File: config.mk
export PLATFORM = sky130hd
export DESIGN_NAME = ld_updown_counter_np_flat
export DESIGN_NICKNAME = d
export VERILOG_FILES = /design/src/rtl/ld_cnt_pkg.sv /design/src/rtl/ld_updown_counter_np_if.sv /design/src/rtl/ld_cnt_tc.sv /design/src/rtl/ld_updown_counter_np.sv /design/src/flat_wrapper.sv
export SDC_FILE = /design/constraint.sdc
export NUM_CORES = 1
export LEC_CHECK = 0
export ABC_AREA = 1
export BUFFER_PORTS_ARGS = -buffer_cell sky130_fd_sc_hd__buf_2
export CAP_MARGIN = 20
export CORE_AREA = 4 4 41 43
export DETAILED_ROUTE_END_ITERATION = 7
export DIE_AREA = 0 0 45 47
export RECOVER_POWER = 100
export SKIP_CTS_REPAIR_TIMING = 1
export SLEW_MARGIN = 5
export SYNTH_ARGS = -nofsm -noshare
export SYNTH_HDL_FRONTEND = slang
export SYNTH_SLANG_ARGS = --single-unit
export TNS_END_PERCENT = 10
File: constraint.sdc
create_clock -name CK -period 1.9 [get_ports CK]
set_clock_uncertainty 0.15 [all_clocks]
set_input_delay 0.095 -clock CK [delete_from_list [all_inputs] [get_ports CK]]
set_output_delay 0.095 -clock CK [all_outputs]
set_load 0.1 [all_outputs]
File: src/rtl/ld_cnt_pkg.sv
`default_nettype none
// +--------------------------------------------------------------------------+
// | Module   : ld_cnt_pkg                                                    |
// | Brief    : Shared constants and next-value helper for ld counter slices. |
// |            Honours LD_UPDOWN_COUNTER_SAT_EN (saturating count).          |
// | Revision : 1.0 - initial release                                        |
// +--------------------------------------------------------------------------+
package ld_cnt_pkg;

  localparam logic CNT_DN = 1'b0;
  localparam logic CNT_UP = 1'b1;

  localparam int CNT_MAX_W = 32;

  typedef struct packed {
    logic                 wrap;
    logic [CNT_MAX_W-1:0] val;
  } cnt_res_t;

  // Values are carried at the widest legal width; q never exceeds max, so
  // q+1 is only formed when it still fits.
  function automatic cnt_res_t cnt_next(input logic [CNT_MAX_W-1:0] q,
                                        input logic                 up,
                                        input logic [CNT_MAX_W-1:0] max);
    cnt_res_t r;
    r.wrap = 1'b0;
    r.val  = q;
    if (up == CNT_UP) begin
      if (q == max) begin
`ifndef LD_UPDOWN_COUNTER_SAT_EN
        r.val  = '0;
        r.wrap = 1'b1;
`endif
      end else begin
        r.val = q + 32'd1;
`ifdef LD_UPDOWN_COUNTER_SAT_EN
        r.wrap = (r.val == max);
`endif
      end
    end else begin
      if (q == '0) begin
`ifndef LD_UPDOWN_COUNTER_SAT_EN
        r.val  = max;
        r.wrap = 1'b1;
`endif
      end else begin
        r.val = q - 32'd1;
`ifdef LD_UPDOWN_COUNTER_SAT_EN
        r.wrap = (r.val == '0);
`endif
      end
    end
    return r;
  endfunction

  function automatic bit params_ok(input int              width,
                                   input longint unsigned max_val,
                                   input longint unsigned init_val);
    bit ok;
    ok = (width >= 2) && (width <= CNT_MAX_W);
    if (ok) begin
      ok = (max_val < (64'd1 << width)) && (init_val <= max_val);
    end
    return ok;
  endfunction

endpackage
`default_nettype wire

File: src/rtl/ld_updown_counter_np_if.sv
`default_nettype none
// +--------------------------------------------------------------------------+
// | Module   : ld_updown_counter_np_if                                       |
// | Brief    : Control/data bundle of one up/down counter slice.             |
// | Revision : 1.0 - initial release                                        |
// +--------------------------------------------------------------------------+
interface ld_updown_counter_np_if #(
  parameter int WIDTH = 4
);
  logic [WIDTH-1:0] D;
  logic             SD;
  logic             SP;
  logic             CI;
  logic             UP;
  logic [WIDTH-1:0] Q;
  logic             CO;
  logic             WRAP;

  modport master (
    output D, SD, SP, CI, UP,
    input  Q, CO, WRAP
  );

  modport slave (
    input  D, SD, SP, CI, UP,
    output Q, CO, WRAP
  );
endinterface
`default_nettype wire

File: src/rtl/ld_cnt_tc.sv
`default_nettype none
// +--------------------------------------------------------------------------+
// | Module   : ld_cnt_tc                                                     |
// | Brief    : Terminal-count comparator; flags both limits and forms CO.    |
// | Revision : 1.0 - initial release                                        |
// +--------------------------------------------------------------------------+
module ld_cnt_tc
  import ld_cnt_pkg::*;
#(
  parameter int               WIDTH   = 4,
  parameter logic [WIDTH-1:0] MAX_VAL = '1
) (
  input  wire logic [WIDTH-1:0] i_q,
  input  wire logic             i_ci,
  input  wire logic             i_up,
  output logic                  o_at_max,
  output logic                  o_at_zero,
  output logic                  o_co
);

  assign o_at_max  = (i_q == MAX_VAL);
  assign o_at_zero = (i_q == '0);
  assign o_co      = i_ci & ((i_up == CNT_UP) ? o_at_max : o_at_zero);

endmodule
`default_nettype wire

File: src/rtl/ld_updown_counter_np.sv
`default_nettype none
// +--------------------------------------------------------------------------+
// | Module   : ld_updown_counter_np                                          |
// | Brief    : Loadable modulo up/down counter slice with cascade carry and  |
// |            registered wrap strobe. LD_UPDOWN_COUNTER_SAT_EN: saturate.  |
// | Revision : 1.0 - initial release                                        |
// +--------------------------------------------------------------------------+
module ld_updown_counter_np
  import ld_cnt_pkg::*;
#(
  parameter int              WIDTH    = 4,
  parameter longint unsigned MAX_VAL  = (64'd1 << WIDTH) - 64'd1,
  parameter longint unsigned INIT_VAL = (64'd1 << WIDTH) - 64'd1
) (
  input  wire logic             CK,
  input  wire logic             RSTN,
  ld_updown_counter_np_if.slave bus
);

  localparam logic [WIDTH-1:0]     c_max   = WIDTH'(MAX_VAL);
  localparam logic [WIDTH-1:0]     c_init  = WIDTH'(INIT_VAL);
  localparam logic [CNT_MAX_W-1:0] c_max32 = CNT_MAX_W'(MAX_VAL);

  generate
    if (!params_ok(WIDTH, MAX_VAL, INIT_VAL)) begin : g_param_check
      $error("ld_updown_counter_np: illegal WIDTH/MAX_VAL/INIT_VAL");
    end
  endgenerate

  logic [WIDTH-1:0] r_q;
  logic             r_wrap;
  logic [WIDTH-1:0] w_q_nxt;
  logic             w_wrap_nxt;
  logic [WIDTH-1:0] w_d_clamped;
  logic [WIDTH-1:0] w_cnt_q;
  cnt_res_t         w_res;
  logic             w_at_max;
  logic             w_at_zero;
  logic             w_co;
  logic             w_tc_unused;

  assign w_res       = cnt_next(CNT_MAX_W'(r_q), bus.UP, c_max32);
  assign w_cnt_q     = WIDTH'(w_res.val);
  assign w_d_clamped = (bus.D > c_max) ? c_max : bus.D;

  // Priority: hold (SP low) > load > count; WRAP only survives a counting edge.
  always_comb begin
    w_q_nxt    = r_q;
    w_wrap_nxt = 1'b0;
    if (!bus.SP) begin
      w_q_nxt = r_q;
    end else if (bus.SD) begin
      w_q_nxt = w_d_clamped;
    end else if (bus.CI) begin
      w_q_nxt    = w_cnt_q;
      w_wrap_nxt = w_res.wrap;
    end
  end

  always_ff @(posedge CK) begin
    if (!RSTN) begin
      r_q    <= c_init;
      r_wrap <= 1'b0;
    end else begin
      r_q    <= w_q_nxt;
      r_wrap <= w_wrap_nxt;
    end
  end

  ld_cnt_tc #(
    .WIDTH   (WIDTH),
    .MAX_VAL (c_max)
  ) u_tc (
    .i_q       (r_q),
    .i_ci      (bus.CI),
    .i_up      (bus.UP),
    .o_at_max  (w_at_max),
    .o_at_zero (w_at_zero),
    .o_co      (w_co)
  );

  // Limit flags are for other users of the comparator; CO is all we need.
  assign w_tc_unused = w_at_max ^ w_at_zero;

  assign bus.Q    = r_q;
  assign bus.WRAP = r_wrap;
  assign bus.CO   = w_co;

endmodule
`default_nettype wire
File: src/flat_wrapper.sv
// flat-port wrapper written by rule: the top's interface ports become plain ports
module ld_updown_counter_np_flat import ld_cnt_pkg::*;
#(
  parameter int              WIDTH    = 4,
  parameter longint unsigned MAX_VAL  = (64'd1 << WIDTH) - 64'd1,
  parameter longint unsigned INIT_VAL = (64'd1 << WIDTH) - 64'd1
)
  (CK, RSTN, bus_D, bus_SD, bus_SP, bus_CI, bus_UP, bus_Q, bus_CO, bus_WRAP);
  ld_updown_counter_np_if #(.WIDTH(WIDTH)) bus_i ();
  input  wire logic CK;
  input  wire logic RSTN;
  input wire logic [$bits(bus_i.D)-1:0] bus_D;
  input wire logic [$bits(bus_i.SD)-1:0] bus_SD;
  input wire logic [$bits(bus_i.SP)-1:0] bus_SP;
  input wire logic [$bits(bus_i.CI)-1:0] bus_CI;
  input wire logic [$bits(bus_i.UP)-1:0] bus_UP;
  output wire logic [$bits(bus_i.Q)-1:0] bus_Q;
  output wire logic [$bits(bus_i.CO)-1:0] bus_CO;
  output wire logic [$bits(bus_i.WRAP)-1:0] bus_WRAP;
  assign bus_i.D = bus_D;
  assign bus_i.SD = bus_SD;
  assign bus_i.SP = bus_SP;
  assign bus_i.CI = bus_CI;
  assign bus_i.UP = bus_UP;
  assign bus_Q = bus_i.Q;
  assign bus_CO = bus_i.CO;
  assign bus_WRAP = bus_i.WRAP;
  ld_updown_counter_np #(.WIDTH(WIDTH), .MAX_VAL(MAX_VAL), .INIT_VAL(INIT_VAL)) u_core (.CK(CK), .RSTN(RSTN), .bus(bus_i));
endmodule
==> metrics.yaml, run 1 <==
hold_viol_final: 2
synth.most_common_cell: "nand2_1"
initial_core_util_pct: 30.3
worstSetupEndpointType: "output port"
syn_area_um2: 394
yosys-top-cells-area: "dfxtp_1 (25%), nand2_1 (14%), inv_1 (9.5%)"
drive_gt1_share_pct: 30.6
fp.dieArea_mm2: 0.00212
maxCapViolations: 0
ys_warn_count: 0
fin_nets: 98
path_cells: "inv_1, ha_1, inv_1, nor2_1, nand2_1, a21boi_4, buf_12"
hpwl_um: 796
syn_avg_cell_area_um2: 6.16
post-route-period-util_pct: 92.4
maxClockFrequency_mhz: 570
start_kind: "flop"
synth-main-ff-cell: "dfxtp_1"
critical-path-top-delay-family: "flip-flops"
critical_path_arrival_ns: 1.51
drt-vias-per-instance: 4.77
yosysTopAreaCell: "dfxtp_1"
slew_headroom_pct: 22.6
power_density_mw_per_mm2: 737
gp_congestion: 0.750
ir_drop_mv: 0.410
fin_ws_ns: 0.145
clock_latency_ns: 0.25
portBuffers: 15
syn_nets: 76
path_class: "flop to output port"
clk_path_buf_depth: 2
totalWireLength_um: 983
cp_data_required_time_ns: 1.65
root_buffer: "clkbuf_4"
cpMaxStageDelayCell: "dfxtp_4"
path_clk_slew_ns: 0.05
ios: 16
grt_max_degree: 9
firstDrtPassIters: 3
cts_tree: "yes"
p_total_w: 0.000417
maxSlewViolCount: 0
synthCells: 64
min_period_ns: 1.75
ys_async_sr_fraction_pct: 0
cpPeakStageDelay_ns: 0.36
fin_area_um2: 566
worst-path-buf-inv: 3
tns_ns: 0
power.leakage_nw: 0.305
violations: "negative hold slack"
cpMostUsedCell: "inv_1"
status: "complete, but fails checks"
track_usage_pct: 12.0
grt.overflow.total: 0
place_area_um2: 524
hp-class: "input port to flop"
synth_seq_cells: 5
antenna_cells: 0
worst-path-max-fanout: 7
synthTopCellsByCount: "nand2_1 (15), inv_1 (10), nor2_1 (7)"
core_area_mm2: 0.00130
ys_seq_area_share_pct: 25.4
num_rows: 13
wl_per_cell_um: 9.83
grt_first_pass_wirelength_um: 1760
route.detailed.drc: 0
clock_sinks: 5
vias: 477
synth_cell_types: 18
dpl_worst_slack_ns: 0.415
area_growth_pct: 43.5
grt_pass1_vias: 445
synth_top_area_share_pct: 25.4
worst_pin_slew_ns: 1.17
holdWs_ns: -0.0168
antenna_found_initial: 0
fp.dieW_um: 45
synth_enable_flop_cells: 0
cts_inserted_buffers: 3
grt_setup_unrepaired: "false"
ant_nets: 0
die_h_um: 47
drt_iter0_markers: 4
setup_viol: 0
h-tree-depth: 1
==> routing by layer <==
| layer | GRT usage (%) | up-vias | routed length [µm] |
|---|---|---|---|
| met2 | 18.9 | 13 | 487 |
| met3 | 3.45 | 5 | 45 |
| met1 | 13.8 | 208 | 420 |
| li1 | - | 251 | - |
| met4 | 8.77 | 0 | 28 |
| met5 | 0 | - | 0 |
==> sequential cells by signal (all words and copies together), names as in the netlist <==
signal / cells
u_core.bus.WRAP: 1
u_core.bus.Q: 4
==> per-stage QoR <==
stage                     utilization, %  cells
final                               43.5    100
after global routing                43.5    100
after detailed placement            40.3     94
after CTS                           42.3     98
after floorplan                        -     64
after global placement              40.3     94
==> report_power, final <==
part	leakage [nW]	switching, W	internal (W)
logic	0.249	0.000114	0.0000475
clock network	0.0150	0.0000485	0.0000797
registers	0.0409	0.0000138	0.000114
total	0.305	0.000176	0.000241
==> cells in the final DEF, fill, tap and decap left out, types with 3 or more instances in the layout <==
cell type	n
nand2_1	15
inv_1	10
buf_2	9
nor2_1	7
a21oi_1	6
nand3_1	5
o21ai_0	4
clkbuf_2	4
clkbuf_4	3
==> final cells by class <==
| class | instances | area, µm² |
|---|---|---|
| Fill cell | 156 | 736 |
| Multi-Input combinational cell | 48 | 260 |
| Sequential cell | 5 | 110 |
| Timing Repair Buffer | 17 | 109 |
| Inverter | 11 | 41.3 |
| Clock buffer | 4 | 26.3 |
| Tap cell | 15 | 18.8 |
==> tightest hold or removal path, stage by stage <==
cell and delay (ns):
buf_2 0.07, o21ai_0 0.06, o21ai_1 0.12
==> final timing paths <==
check | startpoint | end | slack (ns) | depth (start not counted)
worst min register to register | u_core.bus.Q[1] | u_core.bus.Q[1] | 0.38 | 2
worst max register to register | u_core.bus.Q[0] | u_core.bus.Q[0] | 0.46 | 8
worst min-delay path | bus_D[0] | u_core.bus.Q[0] | -0.02 | 3
worst max-delay path | u_core.bus.Q[0] | bus_CO | 0.15 | 7
==> kinds of logic after synthesis <==
family / count (synthesis) / synth area share, %
buffers and inverters: 11 / 10.5
flip-flops: 5 / 25.4
adder cells (fa/ha/maj): 2 / 6.35
XOR/XNOR: 1 / 2.22
AO/OA/AOI/OAI: 14 / 21.0
AND/OR/NAND/NOR: 31 / 34.6
(Power assumes the default switching activity.)
==> run 2: changes to the inputs <==
--- a/config.mk
+++ b/config.mk
@@ -9,6 +9,7 @@
 export BUFFER_PORTS_ARGS = -buffer_cell sky130_fd_sc_hd__buf_2
 export CAP_MARGIN = 20
 export CORE_AREA = 4 4 41 43
+export CTS_BUF_LIST = sky130_fd_sc_hd__clkbuf_4
 export DETAILED_ROUTE_END_ITERATION = 7
 export DIE_AREA = 0 0 45 47
 export RECOVER_POWER = 100
==> run 2 against run 1 <==
  * The run still ends with negative hold slack left
  * Sequential cell count unchanged
  * Clock-buffer cell count unchanged
  * Register-to-register slack about the same
  * Combinational power about the same
  * Clock power up 12%
  * Via count up 0.84%
  * Routed wire length down 0.51%
  * Die area unchanged
  * Total power up 3.4%
  * Sequential share of layout area down 0.13 points
==> metrics.yaml, run 2 (same netlist as run 1, synthesis figures left out) <==
status: "complete, but fails checks"
violations: "negative hold slack"
holdWs_ns: -0.0168  # -0.0000160 ns
num_rows: 13  # unchanged
h-tree-depth: 1  # unchanged
gp_congestion: 0.750  # unchanged
hold_viol_final: 2  # unchanged
start_kind: "flop"
hpwl_um: 796  # unchanged
reg2reg_from: "u_core.bus.Q[0]"
cp_data_required_time_ns: 1.65  # about the same
wl_met3_um: 48  # +6.7%
route.detailed.drc: 0  # unchanged
die_h_um: 47  # unchanged
largest_reg_flops: 4  # unchanged
ir_drop_mv: 0.412  # +0.45%
grt.overflow.total: 0  # unchanged
wl_met2_um: 477  # -2.1%
hp-class: "input port to flop"
worst-path-max-fanout: 7  # unchanged
post-route-period-util_pct: 92.8  # +0.39 points
fin_ws_ns: 0.138  # -0.00743 ns
drt_iter0_markers: 5  # +1
dpl_worst_slack_ns: 0.415  # unchanged
tns_ns: 0  # unchanged
path_class: "flop to output port"
area_growth_pct: 44.4
worstSetupEndpointType: "output port"
vias: 481  # +0.84%
p_total_w: 0.000431  # +3.4%
maxSlewViolCount: 0  # unchanged
track_usage_pct: 11.8  # -0.16 points
maxCapViolations: 0  # unchanged
drt-met1-wl_um: 423  # +0.71%
power_density_mw_per_mm2: 757  # +2.8%
layout_commonest_cell: "nand2_1"
drt-vias-per-instance: 4.81  # +0.84%
ant_nets: 0  # unchanged
firstDrtPassIters: 4  # +1
mostFrequentLayoutCells: "nand2_1 (15), inv_1 (10), buf_2 (9)"
fp.dieArea_mm2: 0.00212  # unchanged
setup_viol: 0  # unchanged
ios: 16  # unchanged
fin_nets: 98  # unchanged
grt_first_pass_wirelength_um: 1730  # -1.6%
crit_path_start: "u_core.bus.Q[0]"
portBuffers: 15  # unchanged
clock_sinks: 5  # unchanged
cts_tree: "yes"
slew_headroom_pct: 22.6  # unchanged
cts_inserted_buffers: 3  # unchanged
grt_max_degree: 9  # unchanged
min_period_ns: 1.76  # +0.00743 ns
wl_per_cell_um: 9.78  # -0.51%
core_area_mm2: 0.00130  # unchanged
maxClockFrequency_mhz: 567  # -0.42%
totalWireLength_um: 978  # -0.51%
path_clk_slew_ns: 0.05  # about the same
grt_setup_unrepaired: "false"
antenna_found_initial: 0  # unchanged
post-route-util_pct: 43.8  # +0.29 points
drive_gt1_share_pct: 31.8  # +1.2 points
worst_pin_slew_ns: 1.17  # unchanged
antenna_cells: 0  # unchanged
clk_path_buf_depth: 2  # unchanged
highest_layer: "met4"
fp.dieW_um: 45  # unchanged
initial_core_util_pct: 30.3  # unchanged
power.leakage_nw: 0.309  # +1.1%
clock_latency_ns: 0.25  # about the same
root_buffer: "clkbuf_4"
critical_path_arrival_ns: 1.52  # about the same
grt_pass1_vias: 434  # -2.5%
hp-start: "bus_D[0]"
run 2: power breakdown:
group | switching, W | internal, W
logic | 0.000114 | 0.0000475
clock network | 0.0000486 | 0.0000940
registers | 0.0000137 | 0.000114
run 2: metal layers:
layer / GRT usage, % / vias to the layer above
met5: 0 / -
met4: 8.77 / 0
met3: 3.45 / 5
li1: - / 250
met2: 18.6 / 15
met1: 13.6 / 211
run 2: through the flow:
step	hold WS [ns]	instances	area [µm²]
final	-0.0168	100	569
after global routing	0.000334	100	569
after CTS	-0.0827	98	554
after detailed placement	0.172	94	524
after global placement	0.173	94	524
after floorplan	0.0285	64	415
run 2: worst paths after layout:
| check | end | slack [ns] | cells after the start |
|---|---|---|---|
| max | bus_CO | 0.14 | 7 |
| min | u_core.bus.Q[0] | -0.02 | 3 |
| max reg2reg | u_core.bus.Q[0] | 0.46 | 8 |
| min reg2reg | u_core.bus.Q[1] | 0.38 | 2 |
run 2: area by class of cell:
cell class / count / area, µm²
clock buffers: 4 / 30.0
repair buffers: 17 / 109
fillers: 155 / 732
well taps: 15 / 18.8
inverters: 11 / 41.3
multi-input cells: 48 / 260
flip-flops and latches: 5 / 110
run 2: worst max-delay path, stage by stage, from the launching register on:
cell and delay, ns:
dfxtp_4 0.36, inv_1 0.10, ha_1 0.15, inv_1 0.05, nor2_1 0.12, nand2_1 0.14, a21boi_4 0.17, buf_12 0.19
==> run 3: changes to the inputs <==
--- a/config.mk
+++ b/config.mk
@@ -13,9 +13,11 @@
 export DETAILED_ROUTE_END_ITERATION = 7
 export DIE_AREA = 0 0 45 47
 export RECOVER_POWER = 100
+export REMOVE_ABC_BUFFERS = 1
 export SKIP_CTS_REPAIR_TIMING = 1
 export SLEW_MARGIN = 5
 export SYNTH_ARGS = -nofsm -noshare
 export SYNTH_HDL_FRONTEND = slang
+export SYNTH_HIERARCHICAL = 1
 export SYNTH_SLANG_ARGS = --single-unit
 export TNS_END_PERCENT = 10
==> run 3 against run 2 <==
  * The flow still finishes with violations (negative hold slack)
  * Clock power is 4% lower
  * Maximum frequency is 1.4% higher
  * Synthesized area is 6.7% higher
  * Core utilization is 1.5 points lower
  * Worst hold slack better by 0.0050 ns
  * Via count is 7.1% higher
  * Highest routed layer is now met3
  * Die area stayed put
  * Clock-buffer cell count stayed put
  * Cell area is 3.5% lower
==> metrics.yaml, run 3 <==
status: "complete, but fails checks"
violations: "negative hold slack"
hold_viol_final: 1  # -1
dp_cells: 105  # +12%
holdWs_ns: -0.0118  # +0.00503 ns
clock_latency_ns: 0.24  # about the same
syn_avg_cell_area_um2: 5.61  # -9.0%
mostFrequentLayoutCells: "nand2_1 (20), nor2_1 (18), buf_2 (10)"
gp_congestion: 0.807  # +7.7%
min_period_ns: 1.74  # -0.0248 ns
largest_reg_flops: 4  # unchanged
reg2reg_depth: 8  # unchanged
fp.dieArea_mm2: 0.00212  # unchanged
cts_tree: "yes"
post-route-period-util_pct: 91.4  # -1.3 points
clock_sinks: 5  # unchanged
track_usage_pct: 12.9  # +1.1 points
dpl_worst_slack_ns: 0.401  # -0.0141 ns
antenna_found_initial: 0  # unchanged
root_buffer: "clkbuf_4"
fin_ws_ns: 0.162  # +0.0248 ns
core_area_mm2: 0.00130  # unchanged
crit_path_start: "u_core/bus.Q[2]"
wl_per_cell_um: 10.3  # +5.5%
r2r_end: "u_core/bus.Q[0]"
layout_commonest_cell: "nand2_1"
totalWireLength_um: 1140  # +16%
ys_warn_count: 6  # +6
grt_first_pass_wirelength_um: 2010  # +16%
cpMostUsedCell: "nor2_1"
cpMaxStageDelayCell: "dfxtp_1"
antenna_cells: 0  # unchanged
fin_nets: 108  # +10%
ant_nets: 0  # unchanged
synthCells: 75  # +17%
power_density_mw_per_mm2: 777  # +2.6%
drt-vias-per-instance: 4.68  # -2.7%
worstSetupEndpointType: "output port"
path_clk_slew_ns: 0.05  # about the same
die_h_um: 47  # unchanged
ios: 16  # unchanged
clk_path_buf_depth: 2  # unchanged
drive_gt1_share_pct: 21.1  # -11 points
critical_path_arrival_ns: 1.49  # -0.03 ns
h-tree-depth: 1  # unchanged
syn_area_um2: 420  # +6.7%
setup_viol: 0  # unchanged
hp-class: "input port to flop"
portBuffers: 15  # unchanged
cp_data_required_time_ns: 1.65  # about the same
maxCapViolations: 0  # unchanged
maxClockFrequency_mhz: 576  # +1.4%
critical-path-top-delay-family: "flip-flops"
reg2reg_slack_ns: 0.34  # -0.12 ns
maxSlewViolCount: 0  # unchanged
reg2reg_from: "u_core/bus.Q[0]"
path_class: "flop to output port"
initial_core_util_pct: 32.3  # +2.0 points
vias: 515  # +7.1%
grt.overflow.total: 0  # unchanged
path_depth: 5  # -2
stdcell_count: 110  # +10%
worst-path-max-fanout: 10  # +3
grt_max_degree: 11  # +2
grt_pass1_vias: 492  # +13%
crit_path_end: "bus_CO"
path_cells: "nand2_1, nor2_2, nor2_1, nor2_1, buf_2"
worst-path-buf-inv: 1  # -2
num_rows: 13  # unchanged
hpwl_um: 868  # +9.0%
drt_iter0_markers: 13  # +8
firstDrtPassIters: 4  # unchanged
route.detailed.drc: 0  # unchanged
slew_headroom_pct: 23.0  # +0.40 points
cts_inserted_buffers: 3  # unchanged
p_total_w: 0.000427  # -0.98%
ir_drop_mv: 0.339  # -18%
grt_setup_unrepaired: "false"
start_kind: "flop"
power.leakage_nw: 0.316  # +2.5%
fp.dieW_um: 45  # unchanged
worst_pin_slew_ns: 1.16  # -0.00624 ns
area_growth_pct: 30.7
cpPeakStageDelay_ns: 0.51  # +0.15 ns
[run 3: area by class of cell]
class                           instances  area [µm²]
Fill cell                             161         752
Clock buffer                            4        30.0
Multi-Input combinational cell         60         279
Timing Repair Buffer                   16        83.8
Inverter                               10        37.5
Sequential cell                         5         100
Tap cell                               15        18.8
[run 3: report_power, final]
group	switching, W	total (W)	internal (W)
combinational	0.000117	0.000160	0.0000428
clock	0.0000431	0.000137	0.0000936
sequential	0.0000174	0.000130	0.000113
total	0.000178	0.000427	0.000249
[run 3: metrics by stage]
step	hold slack (ns)	instance area, µm²	utilization, %	setup TNS (ns)
2_1_floorplan	0.0292	420	-	-2.02
3_3_place_gp	0.162	514	39.5	0
3_5_place_dp	0.161	514	39.5	0
5_1_grt	0.00996	549	42.2	0
6_report	-0.0118	549	42.2	0
4_1_cts	-0.0810	544	41.8	0
[run 3: how the worst min path moves through the flow]
stage | startpoint | to | slack [ns] | depth (start not counted)
after global routing | bus_SP | u_core/bus.WRAP | 0.01 | 3
after global placement | RSTN | u_core/bus.Q[1] | 0.16 | 2
final | bus_SP | u_core/bus.WRAP | -0.01 | 3
after floorplan | RSTN | u_core/bus.Q[1] | 0.03 | 1
after detailed placement | RSTN | u_core/bus.Q[1] | 0.16 | 2
after CTS | RSTN | u_core/bus.Q[1] | -0.08 | 2
[run 3: metal layers]
layer	wire (µm)	track usage (%)	vias to the layer above
met5	0	0	-
met2	532	20.6	12
met4	0	5.26	0
li1	-	-	279
met3	44	2.68	0
met1	559	16.9	224
[run 3: tightest hold or removal path, cell delays in order]
cell and delay [ns]:
buf_2 0.11, nand4_1 0.09, nor2_1 0.04
